`src/rtl/mem_arbiter_pkg.sv`:
```
// Shared definitions for the multi-channel memory arbiter: FSM encoding,
// arbitration mode selectors and a constant-width helper.
package mem_arbiter_pkg;

  typedef enum logic [1:0] {
    IDLE  = 2'd0,
    FILL  = 2'd1,
    WRITE = 2'd2,
    DONE  = 2'd3
  } state_t;

  localparam int RR_FIXED = 0;
  localparam int RR_ROUND = 1;

  // Ceiling log2 for elaboration-time widths; values up to 2^30 are enough here.
  function automatic int clog2(input int v);
    int r;
    r = 0;
    for (int i = 0; i < 31; i++) begin
      if ((1 << i) < v) r = i + 1;
    end
    return r;
  endfunction

endpackage

```
`src/rtl/mem_arbiter_arb.sv`:
```
// Combinational request picker: fixed priority from index 0, or round robin
// starting at the supplied pointer and wrapping.
module rr_arbiter
  import mem_arbiter_pkg::*;
#(
  parameter int N_CH = 2,
  parameter int RR   = RR_FIXED,
  parameter int IW   = 1
) (
  input  logic [N_CH-1:0] i_req,
  input  logic [IW-1:0]   i_ptr,
  input  logic            i_en,
  output logic [N_CH-1:0] o_gnt,
  output logic [IW-1:0]   o_idx,
  output logic            o_valid
);

  int          w_start;
  logic [IW-1:0] w_cand;

  // The first requester found while scanning from the start index wins.
  always_comb begin
    o_gnt   = '0;
    o_idx   = '0;
    o_valid = 1'b0;
    w_cand  = '0;
    w_start = (RR == RR_ROUND) ? int'(i_ptr) : 0;
    for (int k = 0; k < N_CH; k++) begin
      w_cand = IW'((w_start + k) % N_CH);
      if (i_en && !o_valid && i_req[w_cand]) begin
        o_valid       = 1'b1;
        o_idx         = w_cand;
        o_gnt[w_cand] = 1'b1;
      end
    end
  end

endmodule

```
`src/rtl/mem_arbiter.sv`:
```
// Multi-channel cache front end: arbitrates block fills and write-through
// stores from N_CH requesters onto one pipelined main memory.
module mem_arbiter
  import mem_arbiter_pkg::*;
#(
  parameter  int N_CH        = 2,
  parameter  int AW          = 16,
  parameter  int DW          = 16,
  parameter  int BLOCK_WORDS = 8,
  parameter  int RR          = RR_FIXED,
  localparam int IDXW        = clog2(BLOCK_WORDS)
) (
  input  logic                 clk,
  input  logic                 rst,
  input  logic [N_CH-1:0]      req,
  input  logic [N_CH-1:0]      wr,
  input  logic [N_CH*AW-1:0]   addr,
  input  logic [N_CH*DW-1:0]   wdata,
  output logic [N_CH-1:0]      grant,
  output logic [N_CH-1:0]      fill_valid,
  output logic [DW-1:0]        fill_data,
  output logic [IDXW-1:0]      fill_idx,
  output logic [N_CH-1:0]      done,
  output logic                 busy,
  output logic                 mem_en,
  output logic                 mem_wr,
  output logic [AW-1:0]        mem_addr,
  output logic [DW-1:0]        mem_wdata,
  input  logic [DW-1:0]        mem_rdata,
  input  logic                 mem_valid
);

  localparam int CW = IDXW + 1;
  localparam int IW = (N_CH > 1) ? clog2(N_CH) : 1;
  localparam logic [AW-1:0] ALIGN_MASK = ~AW'(BLOCK_WORDS - 1);
  localparam logic [CW-1:0] N_WORDS    = CW'(BLOCK_WORDS);
  localparam logic [CW-1:0] LAST_IDX   = CW'(BLOCK_WORDS - 1);

  state_t          r_state;
  logic [N_CH-1:0] r_grant;
  logic [N_CH-1:0] r_done;
  logic [CW-1:0]   r_issueCnt;
  logic [CW-1:0]   r_retCnt;
  logic [AW-1:0]   r_base;
  logic [AW-1:0]   r_memAddr;
  logic [DW-1:0]   r_memWdata;
  logic            r_memEn;
  logic            r_memWr;
  logic [IW-1:0]   r_ptr;

  logic [N_CH-1:0] w_winGnt;
  logic [IW-1:0]   w_winIdx;
  logic            w_winValid;
  logic            w_arbEn;
  logic [AW-1:0]   w_winAddr;
  logic [DW-1:0]   w_winWdata;
  logic [IW-1:0]   w_nextPtr;
  logic            w_fillBeat;

  assign w_arbEn    = (r_state == IDLE);
  assign w_winAddr  = addr[w_winIdx*AW +: AW];
  assign w_winWdata = wdata[w_winIdx*DW +: DW];
  assign w_nextPtr  = (w_winIdx == IW'(N_CH - 1)) ? '0 : w_winIdx + IW'(1);
  assign w_fillBeat = (r_state == FILL) && mem_valid;

  rr_arbiter #(
    .N_CH (N_CH),
    .RR   (RR),
    .IW   (IW)
  ) u_arb (
    .i_req   (req),
    .i_ptr   (r_ptr),
    .i_en    (w_arbEn),
    .o_gnt   (w_winGnt),
    .o_idx   (w_winIdx),
    .o_valid (w_winValid)
  );

  always_ff @(posedge clk or negedge rst) begin
    if (!rst) begin
      r_state    <= IDLE;
      r_grant    <= '0;
      r_done     <= '0;
      r_issueCnt <= '0;
      r_retCnt   <= '0;
      r_base     <= '0;
      r_memAddr  <= '0;
      r_memWdata <= '0;
      r_memEn    <= 1'b0;
      r_memWr    <= 1'b0;
      r_ptr      <= '0;
    end else begin
      case (r_state)
        IDLE: begin
          r_done <= '0;
          if (w_winValid) begin
            r_grant <= w_winGnt;
            r_ptr   <= w_nextPtr;
            r_memEn <= 1'b1;
            if (wr[w_winIdx]) begin
              r_state    <= WRITE;
              r_memWr    <= 1'b1;
              r_memAddr  <= w_winAddr;
              r_memWdata <= w_winWdata;
            end else begin
              // Word 0 goes out immediately, so the issue counter starts at 1.
              r_state    <= FILL;
              r_memWr    <= 1'b0;
              r_base     <= w_winAddr & ALIGN_MASK;
              r_memAddr  <= w_winAddr & ALIGN_MASK;
              r_issueCnt <= CW'(1);
            end
          end
        end
        FILL: begin
          if (r_issueCnt < N_WORDS) begin
            r_memEn    <= 1'b1;
            r_memAddr  <= r_base + AW'(r_issueCnt);
            r_issueCnt <= r_issueCnt + CW'(1);
          end else begin
            r_memEn   <= 1'b0;
            r_memAddr <= '0;
          end
          if (mem_valid) begin
            r_retCnt <= r_retCnt + CW'(1);
            if (r_retCnt == LAST_IDX) begin
              r_state <= DONE;
              r_done  <= r_grant;
              r_memEn <= 1'b0;
            end
          end
        end
        WRITE: begin
          r_state    <= DONE;
          r_done     <= r_grant;
          r_memEn    <= 1'b0;
          r_memWr    <= 1'b0;
          r_memAddr  <= '0;
          r_memWdata <= '0;
        end
        DONE: begin
          r_state    <= IDLE;
          r_done     <= '0;
          r_grant    <= '0;
          r_issueCnt <= '0;
          r_retCnt   <= '0;
        end
        default: r_state <= IDLE;
      endcase
    end
  end

  assign grant      = r_grant;
  assign done       = r_done;
  assign busy       = (r_state != IDLE);
  assign mem_en     = r_memEn;
  assign mem_wr     = r_memWr;
  assign mem_addr   = r_memAddr;
  assign mem_wdata  = r_memWdata;
  assign fill_valid = w_fillBeat ? r_grant : '0;
  assign fill_data  = w_fillBeat ? mem_rdata : '0;
  assign fill_idx   = r_retCnt[IDXW-1:0];

endmodule

```
`config.mk`:
```
export PLATFORM = sky130hd
export DESIGN_NAME = mem_arbiter
export DESIGN_NICKNAME = d
export VERILOG_FILES = /design/src/rtl/mem_arbiter_pkg.sv /design/src/rtl/mem_arbiter_arb.sv /design/src/rtl/mem_arbiter.sv
export SDC_FILE = /design/constraint.sdc
export NUM_CORES = 1
export LEC_CHECK = 0
export ABC_AREA = 1
export CAP_MARGIN = 20
export CORE_MARGIN = 2
export CORE_UTILIZATION = 30
export DETAILED_ROUTE_END_ITERATION = 10
export GPL_ROUTABILITY_DRIVEN = 0
export MAX_ROUTING_LAYER = met4
export SKIP_CTS_REPAIR_TIMING = 1
export SLEW_MARGIN = 25
export SYNTH_ARGS = -nofsm -noshare
export SYNTH_HDL_FRONTEND = slang
export SYNTH_SLANG_ARGS = --single-unit
export TNS_END_PERCENT = 1
```
`constraint.sdc`:
```
create_clock -name clk -period 2.2 [get_ports clk]
set_input_delay 0.22 -clock clk [delete_from_list [all_inputs] [get_ports clk]]
set_output_delay 0.22 -clock clk [all_outputs]
set_load 0.05 [all_outputs]
```
==> results.sh <==
export IMPL_die_width_um=112
export IMPL_drc=0
export IMPL_seqPwrFrac=0.233
export IMPL_ff2ff_path_depth=8
export IMPL_dr_pass1_iters=4
export IMPL_cp_depth=8
export IMPL_rsz0062_at_grt="yes"
export IMPL_core_area_um2=11400
export IMPL_yosysWarnings=0
export IMPL_cts_tree="done"
export IMPL_fin_cells=785
export IMPL_clkSlewWorstSetupHoldPaths_ps=50
export IMPL_netlist_area_leader_share=0.439
export IMPL_drive_gt1_frac=0.0903
export IMPL_final_util=0.491
export IMPL_ff_latch_area_um2=1530
export IMPL_ant_nets=0
export IMPL_seq_area_frac_synth=0.439
export IMPL_critPathSlowestCell="a22oi_1"
export IMPL_yosys_area_share_simple=0.335
export IMPL_start_util=0.306
export IMPL_setup_viol=0
export IMPL_grt_total_usage=0.178
export IMPL_ys_ff_latch=61
export IMPL_wl_per_cell_um=13.7
export IMPL_final_setup_worst_slack_ps=166
export IMPL_hold_violations=0
export IMPL_root_buffer="clkbuf_16"
export IMPL_path_class="flip-flop to flip-flop"
export IMPL_die_area_um2=12500
export IMPL_h_tree_depth=3
export IMPL_maxCapViolations=0
export IMPL_clk_insertion_delay_late_ps=320
export IMPL_fin_nets=731
export IMPL_syn_inst=492
export IMPL_skew_ps=5.72
export IMPL_diodes=0
export IMPL_synth_largest_area_cell="dfrtp_1"
export IMPL_synth_edff_count=0
export IMPL_async_reset_ff_frac=1.00
export IMPL_dpl_instance_area_um2=5270
export IMPL_path_buf_inv=2
export IMPL_swShare=0.499
export IMPL_cp_top_family="compound AO/OA/AOI/OAI gates"
export IMPL_p_sw_mw=4.28
export IMPL_fin_crit_ps=2030
export IMPL_synth_area_top_cells="dfrtp_1, nand2_1, nor2_1"
export IMPL_io_buffer_count=146
export IMPL_fillers=1112
export IMPL_synth_distinct_cells=32
export IMPL_endpoint_kind="flip-flop"
export IMPL_grt_antenna_before_repair=0
export IMPL_dp_hpwl_mm=8.15
export IMPL_run_status="completed"
export IMPL_yosysMostFrequentCell="nand2_1"
export IMPL_drt_iter0_drc=198
export IMPL_hold_worst_slack_ps=433
export IMPL_cp_arrival_ps=2250
export IMPL_avgSynthCellArea_um2=7.06
export IMPL_critPathLaunchType="flip-flop"
export IMPL_via_count=3668
export IMPL_grt_max_degree=62
export IMPL_ir_drop_v=0.000652
export IMPL_die_h_um=112
export IMPL_clockBufferDepth=2
export IMPL_p_leak_nw=2.62
export IMPL_clkPwrFrac=0.151
export IMPL_synthAdderAreaFrac=0.0252
export IMPL_crit_top_cell="nand2_1"
export IMPL_startpoint="r_state[1]"
export IMPL_drv_slew=0
export IMPL_path_cells="inv_1, ha_1, buf_4, o21ai_1, a22oi_1, nand2_1, nand2_1, nand2_1"
export IMPL_p_int_mw=4.30
export IMPL_areaGrowthSynthToFinish_pct=60.5
export IMPL_grt_pass1_vias=3711
export IMPL_synth_area_mux_share=0
export IMPL_synthTopCellsByCount="nand2_1, dfrtp_1, nor2_1"
export IMPL_critPathRequiredTime_ps=2410
export IMPL_placed_cells=768
export IMPL_hp_class="input pin to async pin"
export IMPL_pin_count=147
export IMPL_fin_area_um2=5580
export IMPL_power_density_nw_per_um2=1540
export IMPL_fin_crit_sh=0.925
export IMPL_yosys_area_share_xor_xnor=0.00504
export IMPL_worst_pin_slew_ps=650
export IMPL_regToRegStartpoint="r_state[1]"
export IMPL_p_comb_frac=0.616
export IMPL_multiInputGateArea_um2=1710
export IMPL_cts_sinks=61
export IMPL_synth_compound_area_share=0.117
export IMPL_synth_top_family_by_area="simple AND/OR/NAND/NOR gates"
export IMPL_slew_headroom=0.564
export IMPL_grt_overflow=0
export IMPL_cp_max_fo=8
export IMPL_post_place_ws_ps=22.1
export IMPL_syn_area_um2=3480
export IMPL_viasPerCell=4.67
export IMPL_fmax_ghz=0.492
export IMPL_grt_first_pass_wirelength_mm=17.6
export IMPL_synth_flop_cell="dfrtp_1"
export IMPL_wl_mm=10.8
export IMPL_cpPeakStageDelay_ps=430
export IMPL_syn_num_nets=586
export IMPL_num_rows=39
export IMPL_cts_made_buffers=9
registers in the layout (all words and copies together) (netlist names):
signal	cells
mem_addr	16
mem_wdata	16
r_base	13
r_issueCnt	4
r_retCnt	4
done	2
grant	2
r_state	2
mem_en	1
mem_wr	1
metrics by stage:
| stage | total power [mW] | setup TNS, ps |
|---|---|---|
| after global placement | 7.19 | 0 |
| after floorplan | 5.50 | 0 |
| after global routing | 9.17 | -16.4 |
| final | 8.58 | 0 |
| after detailed placement | 7.29 | 0 |
| after CTS | 8.60 | 0 |
tightest hold or removal path, stage by stage:
cell and delay [ps]:
dlygate4sd3_1 520, buf_2 130, buf_12 280
cells in the final DEF (no fill, tap or decap), drive strengths merged, types with 3 or more instances in the layout:
cell type      netlist  final
a21oi               34     34
inv                 40     40
clkbuf               8     15
a31oi                8      8
buf                 17     32
ha                   7      7
dfrtp               61     61
nor2                49     49
clkdlybuf4s50        0    126
o21ai               23     23
nand3               33     33
o22ai                3      3
nand2              198    198
routing by layer:
layer | up-vias | wire (um) | part of all wire | GRT usage
met5 | - | 0 | 0 | -
met4 | 0 | 99 | 0.0092 | 0.0461
met3 | 9 | 779 | 0.072 | 0.0479
met2 | 136 | 5030 | 0.47 | 0.285
met1 | 1680 | 4870 | 0.45 | 0.225
li1 | 1843 | - | - | -
cell type report:
cell class / count / area share
Clock inverter: 1 / 0.000897
Inverter: 40 / 0.0269
Timing Repair Buffer: 159 / 0.313
Multi-Input combinational cell: 366 / 0.306
Tap cell: 143 / 0.0321
Clock buffer: 15 / 0.0480
Sequential cell: 61 / 0.274
power by group through the flow:
stage / Combinational (mW) / Clock [mW] / Sequential, mW
after global placement: 5.19 / 0 / 2.00
after CTS: 5.28 / 1.32 / 2.01
after floorplan: 2.42 / 0 / 3.07
after global routing: 5.73 / 1.37 / 2.07
final: 5.29 / 1.30 / 2.00
after detailed placement: 5.26 / 0 / 2.03
path summary, 6_finish.rpt:
check | end | slack, ps
max in group asynchronous | mem_wdata[5] | 1490
min | mem_addr[5] | 430
min in group clk | mem_wdata[9] | 500
max | r_issueCnt[0] | 170
max reg2reg | r_issueCnt[0] | 170
min reg2reg | mem_wdata[9] | 500
cell families after synthesis:
logic type,after synthesis
adder cells (fa/ha/maj),7
AND/OR/NAND/NOR,285
XOR/XNOR,2
flip-flops,61
AO/OA/AOI/OAI,72
buffers and inverters,65
No activity file was read; power rests on OpenSTA's default activity.
==> edit (config.mk and constraints unchanged) <==
`DW`: 16 -> 12.
--- a/src/rtl/mem_arbiter.sv
+++ b/src/rtl/mem_arbiter.sv
@@ -7,3 +7,3 @@
   parameter  int AW          = 16,
-  parameter  int DW          = 16,
+  parameter  int DW          = 12,
   parameter  int BLOCK_WORDS = 8,
Interface: changed (resized fill_data, mem_rdata, mem_wdata and wdata); port bits go from 147 to 127. No check against the original RTL was run, so the function may have changed too.
==> edit against the original RTL <==
- global-route usage barely moved
- synthesized area shrank 5.9%
- largest power group unchanged
- worst setup slack worse by 0.015 ns
- wire length down 10%
- highest routed layer unchanged
- power decreased by 12%
- design area fell by 11%
- sequential cell count fell by 4
- die area is 5.7% lower
- worst hold slack worse by 0.045 ns
==> edit: results (changes against the original RTL) <==
outcome complete, no violations; Seq. pwr 1.86 mW (-7%); Final Net Count 665 (-9.0%); Reg2Reg Depth 10 (+2); clk_lat worst skew 0.34 ns (+0.02 ns); Switching Share 0.508 (+0.00944); clock skew 0.0113 ns (+0.00553 ns); post-route minimum period 2.05 ns (+0.0145 ns); Peak VDD IR 0.000640 V (-1.8%); final std cells w/o fill 729 (-7.1%); slowest CP cell dfrtp_1; R2R Setup Slk 0.26 ns (+0.09 ns); top post-synthesis cells by count nand2_1 (198), dfrtp_1 (57), nor2_1 (40); reg-to-reg critical path endpoint r_state[1]$_DFFE_PN0P_; initial drt markers 126 (-36%); largest net degree at the start of global routing 25 (-60%); Synth cell types 30 (-6.3%); first-pass GRT wire length 15800 um (-10%); sequential area share after synthesis 0.436 (-0.00305); dpl cell area 4770 um^2 (-9.5%); Total Routing Usage GR 0.178 (-0.000367); slowest stage delay, CP 0.40 ns (-0.03 ns); Vias 3289 (-10%); worst-path fanout max 14 (+6); dpl hpwl 7390 um (-9.4%); Leak 2.39 nW (-9.1%); Syn Area/Cell 7.16 um^2 (+1.3%); Setup crit end fill_valid[1]; pre-CTS setup slack 0.148 ns (+0.126 ns); Cells after DPL 712 (-7.3%); syn_nets 538 (-8.2%)
-- edit: layer usage --
layer | global-route usage | vias up | wire [um]
met1 | 0.212 | 1506 | 4210
met2 | 0.294 | 88 | 4730
met4 | 0.0504 | 0 | 127
met3 | 0.0518 | 12 | 607
met5 | - | - | 0
li1 | - | 1683 | -
-- edit: final cells by class --
type | count | area, um^2 | area share
multi-input cells | 341 | 1560 | 0.312
repair buffers | 139 | 1490 | 0.299
flip-flops and latches | 57 | 1430 | 0.286
well taps | 140 | 175 | 0.0351
clock buffers | 12 | 155 | 0.0311
inverters | 36 | 135 | 0.0271
clock inverters | 4 | 51.3 | 0.0103
-- edit: logic make-up after synthesis --
group / count (synthesis) / synth area share
xor gates and xnor gates: 2 / 0.00536
DFF: 57 / 0.436
AOI/OAI and AO/OA: 59 / 0.101
and+or+nand+nor: 274 / 0.344
buffers and inverters: 59 / 0.0903
adders and majority gates: 6 / 0.0230
